$ cat config.mk
export PLATFORM = sky130hd
export DESIGN_NAME = bcd_count_chain
export DESIGN_NICKNAME = d
export VERILOG_FILES = /design/src/rtl/bcd_count_chain_pkg.sv /design/src/rtl/bcd_count_chain_bcd_digit.sv /design/src/rtl/bcd_count_chain.sv
export SDC_FILE = /design/constraint.sdc
export NUM_CORES = 1
export LEC_CHECK = 0
export ABC_CLOCK_PERIOD_IN_PS = 7800
export CORE_MARGIN = 2
export CORE_UTILIZATION = 50
export CTS_CLUSTER_SIZE = 10
export DETAILED_ROUTE_END_ITERATION = 8
export GPL_TIMING_DRIVEN = 1
export PLACE_DENSITY = 0.67
export SLEW_MARGIN = 15
export SYNTH_ARGS = -nofsm -noshare
export SYNTH_HDL_FRONTEND = slang
export SYNTH_HIERARCHICAL = 1
export SYNTH_SLANG_ARGS = --single-unit
$ cat constraint.sdc
create_clock -name CLK -period 7.8 [get_ports CLK]
set_clock_uncertainty 0.1 [all_clocks]
set_input_delay 1.95 -clock CLK [delete_from_list [all_inputs] [get_ports CLK]]
set_output_delay 1.95 -clock CLK [all_outputs]
set_load 0.02 [all_outputs]
$ cat src/rtl/bcd_count_chain_pkg.sv
// rtl/bcd_count_chain_pkg.sv - shared digit constants for the BCD counter chain
package bcd_count_chain_pkg;
  localparam int DIGIT_W = 4;
  localparam logic [DIGIT_W-1:0] DIGIT_MAX = 4'd9;
  localparam logic [DIGIT_W-1:0] DIGIT_MIN = 4'd0;
endpackage

$ cat src/rtl/bcd_count_chain_bcd_digit.sv
// rtl/bcd_count_chain_bcd_digit.sv - one combinational BCD decade with carry/borrow out
module bcd_digit
  import bcd_count_chain_pkg::*;
(
  input  logic [DIGIT_W-1:0] d_i,
  input  logic               step_i,
  input  logic               up_i,
  output logic [DIGIT_W-1:0] next_o,
  output logic               carry_o
);
  always_comb begin
    next_o  = d_i;
    carry_o = 1'b0;
    if (step_i) begin
      if (up_i) begin
        if (d_i == DIGIT_MAX) begin
          next_o  = DIGIT_MIN;
          carry_o = 1'b1;
        end else begin
          next_o = d_i + 4'd1;
        end
      end else begin
        if (d_i == DIGIT_MIN) begin
          next_o  = DIGIT_MAX;
          carry_o = 1'b1;
        end else begin
          next_o = d_i - 4'd1;
        end
      end
    end
  end
endmodule

$ cat src/rtl/bcd_count_chain.sv
// rtl/bcd_count_chain.sv - three-decade BCD up/down counter with prescaler and wrap pulse
module bcd_count_chain
  import bcd_count_chain_pkg::*;
#(
  parameter int PRESCALE = 50000000,
  localparam int PRE_W = (PRESCALE > 1) ? $clog2(PRESCALE) : 1
) (
  input  logic               CLK,
  input  logic               RST,
  input  logic               EN,
  input  logic               UP,
  input  logic               CLR,
  output logic [DIGIT_W-1:0] CNT1,
  output logic [DIGIT_W-1:0] CNT2,
  output logic [DIGIT_W-1:0] CNT3,
  output logic               TICK,
  output logic               OVF
);
  localparam logic [PRE_W-1:0] PRE_LAST = PRE_W'(PRESCALE - 1);

  logic [PRE_W-1:0]   pre_q, pre_d;
  logic [DIGIT_W-1:0] d1_q, d2_q, d3_q;
  logic [DIGIT_W-1:0] d1_d, d2_d, d3_d;
  logic               tick_q, ovf_q;
  logic               step;
  logic               c1, c2, c3;

  assign step = EN && (pre_q == PRE_LAST);

  always_comb begin
    pre_d = pre_q;
    if (EN) begin
      pre_d = step ? '0 : pre_q + 1'b1;
    end
  end

  // Carry ripples ones -> tens -> hundreds within a single step.
  bcd_digit u_ones (.d_i(d1_q), .step_i(step), .up_i(UP), .next_o(d1_d), .carry_o(c1));
  bcd_digit u_tens (.d_i(d2_q), .step_i(c1),   .up_i(UP), .next_o(d2_d), .carry_o(c2));
  bcd_digit u_hund (.d_i(d3_q), .step_i(c2),   .up_i(UP), .next_o(d3_d), .carry_o(c3));

  always_ff @(posedge CLK or negedge RST) begin
    if (!RST) begin
      pre_q  <= '0;
      d1_q   <= DIGIT_MIN;
      d2_q   <= DIGIT_MIN;
      d3_q   <= DIGIT_MIN;
      tick_q <= 1'b0;
      ovf_q  <= 1'b0;
    end else if (CLR) begin
      pre_q  <= '0;
      d1_q   <= DIGIT_MIN;
      d2_q   <= DIGIT_MIN;
      d3_q   <= DIGIT_MIN;
      tick_q <= 1'b0;
      ovf_q  <= 1'b0;
    end else begin
      pre_q  <= pre_d;
      d1_q   <= d1_d;
      d2_q   <= d2_d;
      d3_q   <= d3_d;
      tick_q <= step;
      ovf_q  <= c3;
    end
  end

  assign CNT1 = d1_q;
  assign CNT2 = d2_q;
  assign CNT3 = d3_q;
  assign TICK = tick_q;
  assign OVF  = ovf_q;
endmodule
==> reports/metrics.csv, run 1 <==
metric,value,unit
GR Util met1,27.64,%
final clock period utilization by the worst path,69.90,%
master cell of the clock root buffer,sky130_fd_sc_hd__clkbuf_8,
GR met3 Demand/Resource,5.221,%
worst path arrival time,5560,ps
number of port buffers,18,
TritonCTS sink count,40,
CP Data Required Time,7910,ps
initial antenna violation count,0,
via density per instance,5.827,
1st-iter DRT viols,78,
Bufs on Longest Clock Path,2,
worst reg-to-reg path cell count,12,
Post-CTS Repair Setup Buffers,0,
transition time of the tightest slew-check pin,994.1,ps
CTS tree,yes,
WL per Instance,13.76,um
Tightest Hold Check Type,reg2reg,
cell area after synthesis,2527,um^2
fraction of layout instances using a drive strength above 1,8.591,%
GRT busiest layer,met1,
GPL Wtd Cong,0.8033,
most frequent standard cell in the layout excluding fill and tap cells,sky130_fd_sc_hd__dfrtp_1,
number of antenna-violating nets in the routed design,0,
Synth cell types,44,
vias in the first global route,1780,
"wirelength, routed",4926,um
post-detailed-placement cell area,2704,um^2
ratio of total power to cell area,139.5,nW/um^2
start point of the worst hold path,pre_q[15]$_DFFE_PN0P_,
most frequent cells in the layout,"sky130_fd_sc_hd__dfrtp_1 (40), sky130_fd_sc_hd__nor2_1 (29), sky130_fd_sc_hd__clkdlybuf4s50_1 (17), sky130_fd_sc_hd__nor2b_1 (16), sky130_fd_sc_hd__nand3_1 (16)",
maximum ir drop on the vdd rail,0.00009990,V
final cell count without fillers,358,
Antenna Cells,0,
part of the Yosys area used for sequential elements,39.60,%
Highest Clock Rate,183.4,MHz
top_reg_cell synth,sky130_fd_sc_hd__dfrtp_1,
"EDFF count, synth",0,
area grow syn2layout,11.24,%
max-capacitance violation count,0,
total negative setup slack,0,ps
Min-Delay Path Depth,2,
maximum level of the CTS H-tree,2,
final net count,297,
kind of end point of the critical path,flop,
post-synthesis register bit count,40,
final routed DRC violation total,0,
first-pass GRT wire length,8142,um
Power Total,392.3,uW
Rows,25,
Core Footprint,4786,um^2
overflow left after global routing,0,
clock buffer count from CTS,5,
share of flip-flops with an asynchronous set or reset,100.0,%
worst-path fanout max,15,
Initial Utilization,52.81,%
number of buffers added to fix hold violations after cts,0,
total nets after synthesis,285,
vias post-DR,2086,
fin. max-slew vios,0,
Worst R2R Start,pre_q[16]$_DFFE_PN0P_,
number of endpoints with negative hold slack in the final report,0,
die outline width,75.10,um
vertical extent of the die,75.10,um
global-route met2 utilization,26.80,%
final instance area,2811,um^2
latest clock arrival within the worst-skew pair,290,ps
synthesized instance count,278,
biggest area consumer among synthesized cells,sky130_fd_sc_hd__dfrtp_1,
Slew Limit Headroom,33.52,%
Avg Inst Size Synth,9.091,um^2
Yosys warning count,6,
HPWL after detailed placement,3413,um
critical path class,in2reg,
Pre-antenna DRT Iters,5,
pin count of the biggest net entering global routing,41,
Yosys top cell area share,39.60,%
I/O pin count,19,
worst reg-to-reg setup slack,3970,ps
fill cell instance count of the final layout,427,
RSZ-0062 raised after global routing,false,
clock period minus final worst setup slack,5452,ps
Worst Hold End,pre_q[15]$_DFFE_PN0P_,
setup violation total in the final timing report,0,
top post-synthesis cells by area,"sky130_fd_sc_hd__dfrtp_1 (40%), sky130_fd_sc_hd__xor2_1 (4.9%), sky130_fd_sc_hd__nor2_1 (4.3%)",
GRT Total Usage,18.92,%
kind of launch point of the worst setup path,input port,
instance count after placement with tap cells included,350,
Pleak,1.112,nW
worst reg2reg endpoint,CNT3[3]$_DFF_PN0_,
status,"complete, no violations",
Clock transition at path regs,70,ps
Die Area,5639,um^2
post-CTS resize count,0,
## worst max path at each step
stage	start	endpoint	slack (ps)	cells after the start
floorplan	EN	CNT3[2]$_DFF_PN0_	3340	12
global placement	EN	CNT3[2]$_DFF_PN0_	2260	13
detailed placement	EN	CNT3[3]$_DFF_PN0_	2100	13
CTS	EN	CNT3[3]$_DFF_PN0_	2400	13
global route	EN	CNT3[3]$_DFF_PN0_	1950	13
finish	EN	CNT3[3]$_DFF_PN0_	2350	13
## per-stage QoR
| step | util, % | hold slack (ps) | setup slack (ps) |
|---|---|---|---|
| after floorplan | - | 415.6 | 3337 |
| after global placement | 56.50 | 458.7 | 2256 |
| after detailed placement | 56.50 | 465.1 | 2102 |
| after CTS | 58.75 | 485.3 | 2399 |
| after global routing | 58.75 | 504.9 | 1953 |
| final | 58.75 | 483.7 | 2348 |
## registers in the layout (all words and copies together), names as in the netlist
signal,count
pre_q,26
CNT1,4
CNT2,4
TICK,1
OVF,1
CNT3,4
## cells in the mapped netlist, drive strengths merged, types with 3 or more instances
library cell	instances
o22ai	10
nor4	8
a21bo	3
a31o	3
xnor2	12
nor2b	16
o21ai	5
buf	10
nand2b	10
nand4	11
a221o	6
a211oi	3
o21bai	3
inv	14
nand2	11
clkbuf	4
a31oi	9
and3	6
nand3	16
or3	7
or2	4
nand4b	3
xor2	14
nor2	29
dfrtp	40
nor3	3
## report_power, final
part,internal (mW),total (mW),switching [mW]
Clock,0.0949,0.165,0.0696
Sequential,0.208,0.209,0.00108
Combinational,0.00589,0.0186,0.0127
Total,0.309,0.392,0.0835
## worst max-delay path: stages
cell and delay [ps]:
sky130_fd_sc_hd__clkdlybuf4s50_1 710, sky130_fd_sc_hd__and3_1 260, sky130_fd_sc_hd__nand3_1 110, sky130_fd_sc_hd__or2_2 330, sky130_fd_sc_hd__inv_1 180, sky130_fd_sc_hd__nand2b_1 130
sky130_fd_sc_hd__a211oi_2 400, sky130_fd_sc_hd__nand2b_1 170, sky130_fd_sc_hd__a211oi_2 430, sky130_fd_sc_hd__nand2b_1 180, sky130_fd_sc_hd__nor4_1 360, sky130_fd_sc_hd__a221o_1 220
sky130_fd_sc_hd__nor2b_1 110
## cells by family (layout without fill, tap and decap cells)
family                   count (synthesis)  after routing  synth area share [%]
flip-flops                              40             40                 39.60
AO/OA/AOI/OAI                           48             48                 14.41
multiplexers                             1              1                0.4455
AND/OR/NAND/NOR                        133            133                 29.90
XOR/XNOR                                26             26                 9.010
adder cells (fa/ha/maj)                  2              2                0.9899
buffers and inverters                   28             41                 5.643
## area by class of cell
cell class              instances  area, um^2  share of cell area (%)
multi-input cells             210        1384                   49.22
flip-flops and latches         40        1001                   35.60
repair buffers                 19       182.7                   6.498
well taps                      67       83.83                   2.982
clock buffers                   6       72.57                   2.581
inverters                      14       52.55                   1.869
clock inverters                 2       35.03                   1.246
## metal layers
layer / up-vias / share of wire (%)
met2: 62 / 44
met3: 8 / 5.2
li1: 1027 / -
met1: 989 / 50
met4: 0 / 1.4
met5: - / 0
Power figures use the tool's default switching activity.
==> run 2: changes to the inputs <==
- ABC_CLOCK_PERIOD_IN_PS: 7800 -> 4890
- PLACE_DENSITY: 0.67 -> 0.7
- clock period: 7.8 -> 4.89 ns (I/O delays scaled with it)
==> reports/metrics.csv, run 2 (synthesis results as in run 1) <==
metric,value,unit,change
status,"complete, no violations",,unchanged
transition time of the tightest slew-check pin,870.9,ps,was 994.1 ps
number of port buffers,18,,unchanged
Pre-antenna DRT Iters,4,,was 5
1st-iter DRT viols,104,,was 78
GRT Total Usage,20.28,%,was 18.92%
Tightest Hold Check Type,reg2reg,,unchanged
ratio of total power to cell area,207.7,nW/um^2,was 139.5 nW/um^2
TritonCTS sink count,40,,unchanged
Antenna Cells,0,,unchanged
minimum setup slack in the final design,704.6,ps,was 2348 ps
maximum ir drop on the vdd rail,0.0001676,V,was 0.00009990 V
via density per instance,5.687,,was 5.827
initial antenna violation count,0,,unchanged
maximum single-stage delay on the critical path,480,ps,was 710 ps
master cell of the clock root buffer,sky130_fd_sc_hd__clkbuf_8,,unchanged
Bufs on Longest Clock Path,2,,unchanged
vertical extent of the die,75.10,um,unchanged
critical path class,in2reg,,unchanged
final net count,300,,was 297
setup violation total in the final timing report,0,,unchanged
Most Frequent Cell on Critical Path,sky130_fd_sc_hd__nand2b_1,,unchanged
Die Area,5639,um^2,unchanged
fin. max-slew vios,0,,unchanged
pre-CTS setup slack,444.9,ps,was 2102 ps
HPWL after detailed placement,3476,um,was 3413 um
max-capacitance violation count,0,,unchanged
Initial Utilization,52.81,%,unchanged
kind of end point of the critical path,flop,,unchanged
most frequent standard cell in the layout excluding fill and tap cells,sky130_fd_sc_hd__dfrtp_1,,unchanged
Post-CTS Repair Setup Buffers,0,,unchanged
cells along the critical path,clkdlybuf4s50_1 > and3_1 > nand3_1 > or2_2 > inv_1 > nand2b_1 > a211oi_2 > buf_4 > nand2b_1 > a211oi_2 > nand2b_1 > nor4_1 > a221o_1 > nor2b_1,,was clkdlybuf4s50_1 > and3_1 > nand3_1 > or2_2 > inv_1 > nand2b_1 > a211oi_2 > nand2b_1 > a211oi_2 > nand2b_1 > nor4_1 > a221o_1 > nor2b_1
number of endpoints with negative hold slack in the final report,0,,unchanged
Core Footprint,4786,um^2,unchanged
flip-flop count of the largest register after layout,26,,unchanged
total negative setup slack,0,ps,unchanged
Highest Clock Rate,238.9,MHz,
clock buffer count from CTS,5,,unchanged
CP Data Required Time,5000,ps,was 7910 ps
kind of launch point of the worst setup path,input port,,unchanged
I/O pin count,19,,unchanged
die outline width,75.10,um,unchanged
family of cells with the greatest summed delay on the critical path,simple AND/OR/NAND/NOR gates,,unchanged
clock period minus final worst setup slack,4185,ps,
largest reg by FF count,pre_q,,unchanged
Worst Path Buf+Inv,3,,was 2
GPL Wtd Cong,0.8012,,was 0.8033
Pleak,1.123,nW,was 1.112 nW
vias post-DR,2053,,was 2086
fraction of layout instances using a drive strength above 1,9.864,%,was 8.591%
post-CTS resize count,0,,unchanged
first-pass GRT wire length,8832,um,was 8142 um
Clock transition at path regs,70,ps,about the same
WL per Instance,14.11,um,was 13.76 um
Slew Limit Headroom,41.94,%,was 33.52%
number of antenna-violating nets in the routed design,0,,unchanged
area grow syn2layout,11.53,%,was 11.24%
final routed DRC violation total,0,,unchanged
pin count of the biggest net entering global routing,41,,unchanged
CTS tree,yes,,unchanged
worst path arrival time,4290,ps,was 5560 ps
most frequent cells in the layout,"sky130_fd_sc_hd__dfrtp_1 (40), sky130_fd_sc_hd__nor2_1 (29), sky130_fd_sc_hd__clkdlybuf4s50_1 (17), sky130_fd_sc_hd__nor2b_1 (16), sky130_fd_sc_hd__nand3_1 (16)",,unchanged
overflow left after global routing,0,,unchanged
worst-path fanout max,7,,was 15
final clock period utilization by the worst path,85.59,%,
RSZ-0062 raised after global routing,false,,unchanged
"slowest stage cell, crit path",sky130_fd_sc_hd__clkdlybuf4s50_1,,unchanged
Rows,25,,unchanged
maximum level of the CTS H-tree,2,,unchanged
number of buffers added to fix hold violations after cts,0,,unchanged
latest clock arrival within the worst-skew pair,290,ps,about the same
vias in the first global route,1900,,was 1780
"wirelength, routed",5092,um,was 4926 um
## run 2: cell count changes in the layout (fill, tap and decap cells not counted)
cell                        change
sky130_fd_sc_hd__bufinv_16      -1
sky130_fd_sc_hd__clkinv_2       +1
sky130_fd_sc_hd__buf_4          +3
sky130_fd_sc_hd__clkbuf_8       +1
sky130_fd_sc_hd__clkbuf_1       -1
## run 2: stage by stage
| stage | power (mW) | std cells | area, um^2 | hold slack, ps | util [%] |
|---|---|---|---|---|---|
| floorplan | 0.3579 | 278 | 2527 | 415.6 | - |
| global placement | 0.3719 | 353 | 2726 | 446.5 | 56.97 |
| detailed placement | 0.3721 | 353 | 2726 | 454.8 | 56.97 |
| CTS | 0.5969 | 361 | 2819 | 474.3 | 58.90 |
| global route | 0.6171 | 361 | 2819 | 494.4 | 58.90 |
| finish | 0.5856 | 361 | 2819 | 470.3 | 58.90 |
## run 2: layer usage
| metal | global-route usage, % | up-vias | part of all wire (%) |
|---|---|---|---|
| li1 | - | 1026 | - |
| met1 | 29.17 | 975 | 51 |
| met2 | 31.68 | 50 | 45 |
| met3 | 4.552 | 2 | 3.5 |
| met4 | 3.968 | 0 | 0.37 |
| met5 | 0 | - | 0 |
## run 2: final timing paths
kind | from | to | slack [ps] | cells past startpoint
min | pre_q[23]$_DFFE_PN0P_ | pre_q[23]$_DFFE_PN0P_ | 470 | 1
max in group asynchronous | RST | pre_q[18]$_DFFE_PN0P_ | 3200 | 1
min in group asynchronous | RST | CNT3[3]$_DFF_PN0_ | 950 | 1
max reg2reg | pre_q[9]$_DFFE_PN0P_ | CNT3[2]$_DFF_PN0_ | 1240 | 13
max | EN | CNT3[2]$_DFF_PN0_ | 700 | 14
min reg2reg | pre_q[23]$_DFFE_PN0P_ | pre_q[23]$_DFFE_PN0P_ | 470 | 1
## run 2: final cells by class
class / count / area [um^2]
Fill cell: 451 / 1967
Inverter: 14 / 52.55
Timing Repair Buffer: 22 / 205.2
Sequential cell: 40 / 1001
Multi-Input combinational cell: 210 / 1384
Clock buffer: 6 / 82.58
Tap cell: 67 / 83.83
Clock inverter: 2 / 10.01
## run 2: report_power, final
part / total, mW / leakage [nW] / internal (mW) / switching, mW
sequential: 0.333 / 0.558 / 0.332 / 0.00169
combinational: 0.0316 / 0.514 / 0.0103 / 0.0212
clock: 0.221 / 0.0510 / 0.112 / 0.108
==> run 3: changes to the inputs <==
- CELL_PAD_IN_SITES_DETAIL_PLACEMENT: unset -> 1
- CELL_PAD_IN_SITES_GLOBAL_PLACEMENT: unset -> 1
- CORE_UTILIZATION: 50 -> 41
- PLACE_DENSITY: 0.7 -> 0.73
- REMOVE_ABC_BUFFERS: unset -> 1
==> reports/metrics.csv, run 3 (synthesis results as in run 1) <==
metric,value,unit,change
maximum level of the CTS H-tree,2,,unchanged
most frequent standard cell in the layout excluding fill and tap cells,sky130_fd_sc_hd__dfrtp_1,,unchanged
most frequent cells in the layout,"sky130_fd_sc_hd__dfrtp_1 (40), sky130_fd_sc_hd__nor2_1 (29), sky130_fd_sc_hd__clkdlybuf4s50_1 (17), sky130_fd_sc_hd__nor2b_1 (16), sky130_fd_sc_hd__nand3_1 (16)",,unchanged
I/O pin count,19,,unchanged
"slowest stage cell, crit path",sky130_fd_sc_hd__clkdlybuf4s50_1,,unchanged
master cell of the clock root buffer,sky130_fd_sc_hd__clkbuf_8,,unchanged
fin. max-slew vios,0,,unchanged
fill cell instance count of the final layout,716,,was 451
vias post-DR,2097,,was 2053
initial antenna violation count,0,,unchanged
via density per instance,5.637,,was 5.687
Tightest Hold Check Type,reg2reg,,unchanged
post-CTS resize count,0,,unchanged
total negative setup slack,0,ps,unchanged
maximum ir drop on the vdd rail,0.0001396,V,was 0.0001676 V
GPL Wtd Cong,0.7855,,was 0.8012
number of port buffers,18,,unchanged
Clock transition at path regs,80,ps,was 70 ps
utilization of the core after routing,47.90,%,was 58.90%
first-pass GRT wire length,10380,um,was 8832 um
flip-flop count of the largest register after layout,26,,unchanged
Core Footprint,5956,um^2,was 4786 um^2
CTS tree,yes,,unchanged
vertical extent of the die,82.52,um,was 75.10 um
cells along the critical path,clkdlybuf4s50_1 > and3_1 > nand3_1 > or2_2 > inv_1 > nand2b_1 > a211oi_2 > nand2b_1 > a211oi_2 > buf_4 > nand2b_1 > nor4_1 > a221o_1 > nor2b_1,,was clkdlybuf4s50_1 > and3_1 > nand3_1 > or2_2 > inv_1 > nand2b_1 > a211oi_2 > buf_4 > nand2b_1 > a211oi_2 > nand2b_1 > nor4_1 > a221o_1 > nor2b_1
setup violation total in the final timing report,0,,unchanged
max-capacitance violation count,0,,unchanged
Most Frequent Cell on Critical Path,sky130_fd_sc_hd__nand2b_1,,unchanged
Pre-antenna DRT Iters,4,,unchanged
HPWL after detailed placement,4225,um,was 3476 um
Power Total,605.9,uW,was 585.6 uW
1st-iter DRT viols,67,,was 104
pre-CTS setup slack,590.2,ps,was 444.9 ps
Antenna Cells,0,,unchanged
Die Area,6809,um^2,was 5639 um^2
kind of launch point of the worst setup path,input port,,unchanged
CP Data Required Time,5030,ps,was 5000 ps
Bufs on Longest Clock Path,2,,unchanged
TritonCTS sink count,40,,unchanged
minimum setup slack in the final design,897.2,ps,was 704.6 ps
GRT Total Usage,19.85,%,was 20.28%
number of endpoints with negative hold slack in the final report,0,,unchanged
Initial Utilization,42.44,%,was 52.81%
number of buffers added to fix hold violations after cts,0,,unchanged
RSZ-0062 raised after global routing,false,,unchanged
pin count of the biggest net entering global routing,41,,unchanged
number of antenna-violating nets in the routed design,0,,unchanged
vias in the first global route,2150,,was 1900
final routed DRC violation total,0,,unchanged
largest reg by FF count,pre_q,,unchanged
"wirelength, routed",6032,um,was 5092 um
transition time of the tightest slew-check pin,898.1,ps,was 870.9 ps
final cell count without fillers,372,,was 361
kind of end point of the critical path,flop,,unchanged
Post-CTS Repair Setup Buffers,0,,unchanged
ratio of total power to cell area,212.4,nW/um^2,was 207.7 nW/um^2
Highest Clock Rate,250.5,MHz,was 238.9 MHz
latest clock arrival within the worst-skew pair,300,ps,was 290 ps
die outline width,82.52,um,was 75.10 um
final clock period utilization by the worst path,81.65,%,was 85.59%
worst hold slack after final layout,484.8,ps,was 470.3 ps
final net count,303,,was 300
Slew Limit Headroom,40.13,%,was 41.94%
Rows,28,,was 25
clock buffer count from CTS,5,,unchanged
critical path class,in2reg,,unchanged
worst path arrival time,4130,ps,was 4290 ps
maximum single-stage delay on the critical path,500,ps,was 480 ps
overflow left after global routing,0,,unchanged
instance count after placement with tap cells included,364,,was 353
area grow syn2layout,12.87,%,was 11.53%
clock period minus final worst setup slack,3993,ps,was 4185 ps
post-detailed-placement cell area,2759,um^2,was 2726 um^2
final instance area,2853,um^2,was 2819 um^2
worst-path fanout max,7,,unchanged
Pleak,1.132,nW,was 1.123 nW
WL per Instance,16.22,um,was 14.11 um
fraction of layout instances using a drive strength above 1,10.44,%,was 9.864%
status,"complete, no violations",,unchanged
[run 3: cell types whose count changed in the layout (fill, tap and decap cells not counted), sizes merged]
cell      previous run  this run
buf                  5         8
clkinvlp             0         1
clkinv               2         0
clkbuf               6         7
[run 3: worst max-delay path: cells and delay by family]
kind,cells,cell delay (ps)
buffers and inverters,3,880
AO/OA/AOI/OAI,3,560
AND/OR/NAND/NOR,8,1470
[run 3: final cells by class]
class	count	area (um^2)	share of cell area, %
multi-input cells	210	1384	48.51
well taps	75	93.84	3.289
clock inverters	1	7.507	0.2632
clock buffers	7	86.33	3.026
flip-flops and latches	40	1001	35.09
repair buffers	25	227.7	7.982
inverters	14	52.55	1.842
[run 3: final timing paths]
check	start	end	slack, ps	depth (start not counted)
max	EN	CNT3[2]$_DFF_PN0_	900	14
min	pre_q[15]$_DFFE_PN0P_	pre_q[15]$_DFFE_PN0P_	480	2
max reg2reg	pre_q[16]$_DFFE_PN0P_	CNT3[2]$_DFF_PN0_	1430	13
min reg2reg	pre_q[15]$_DFFE_PN0P_	pre_q[15]$_DFFE_PN0P_	480	2
max in group asynchronous	RST	pre_q[15]$_DFFE_PN0P_	3180	1
min in group asynchronous	RST	CNT3[2]$_DFF_PN0_	930	1
[run 3: power breakdown]
group	internal, mW	total [mW]	switching (mW)
clock	0.115	0.239	0.124
combinational	0.0109	0.0334	0.0226
sequential	0.332	0.334	0.00203
[run 3: per-layer routing]
layer / part of all wire (%) / global-route usage (%) / wire (um)
met1: 52 / 28.34 / 3137
met2: 44 / 30.08 / 2658
met3: 2.7 / 4.565 / 160
met4: 1.3 / 5.574 / 76
met5: 0 / 0 / 0
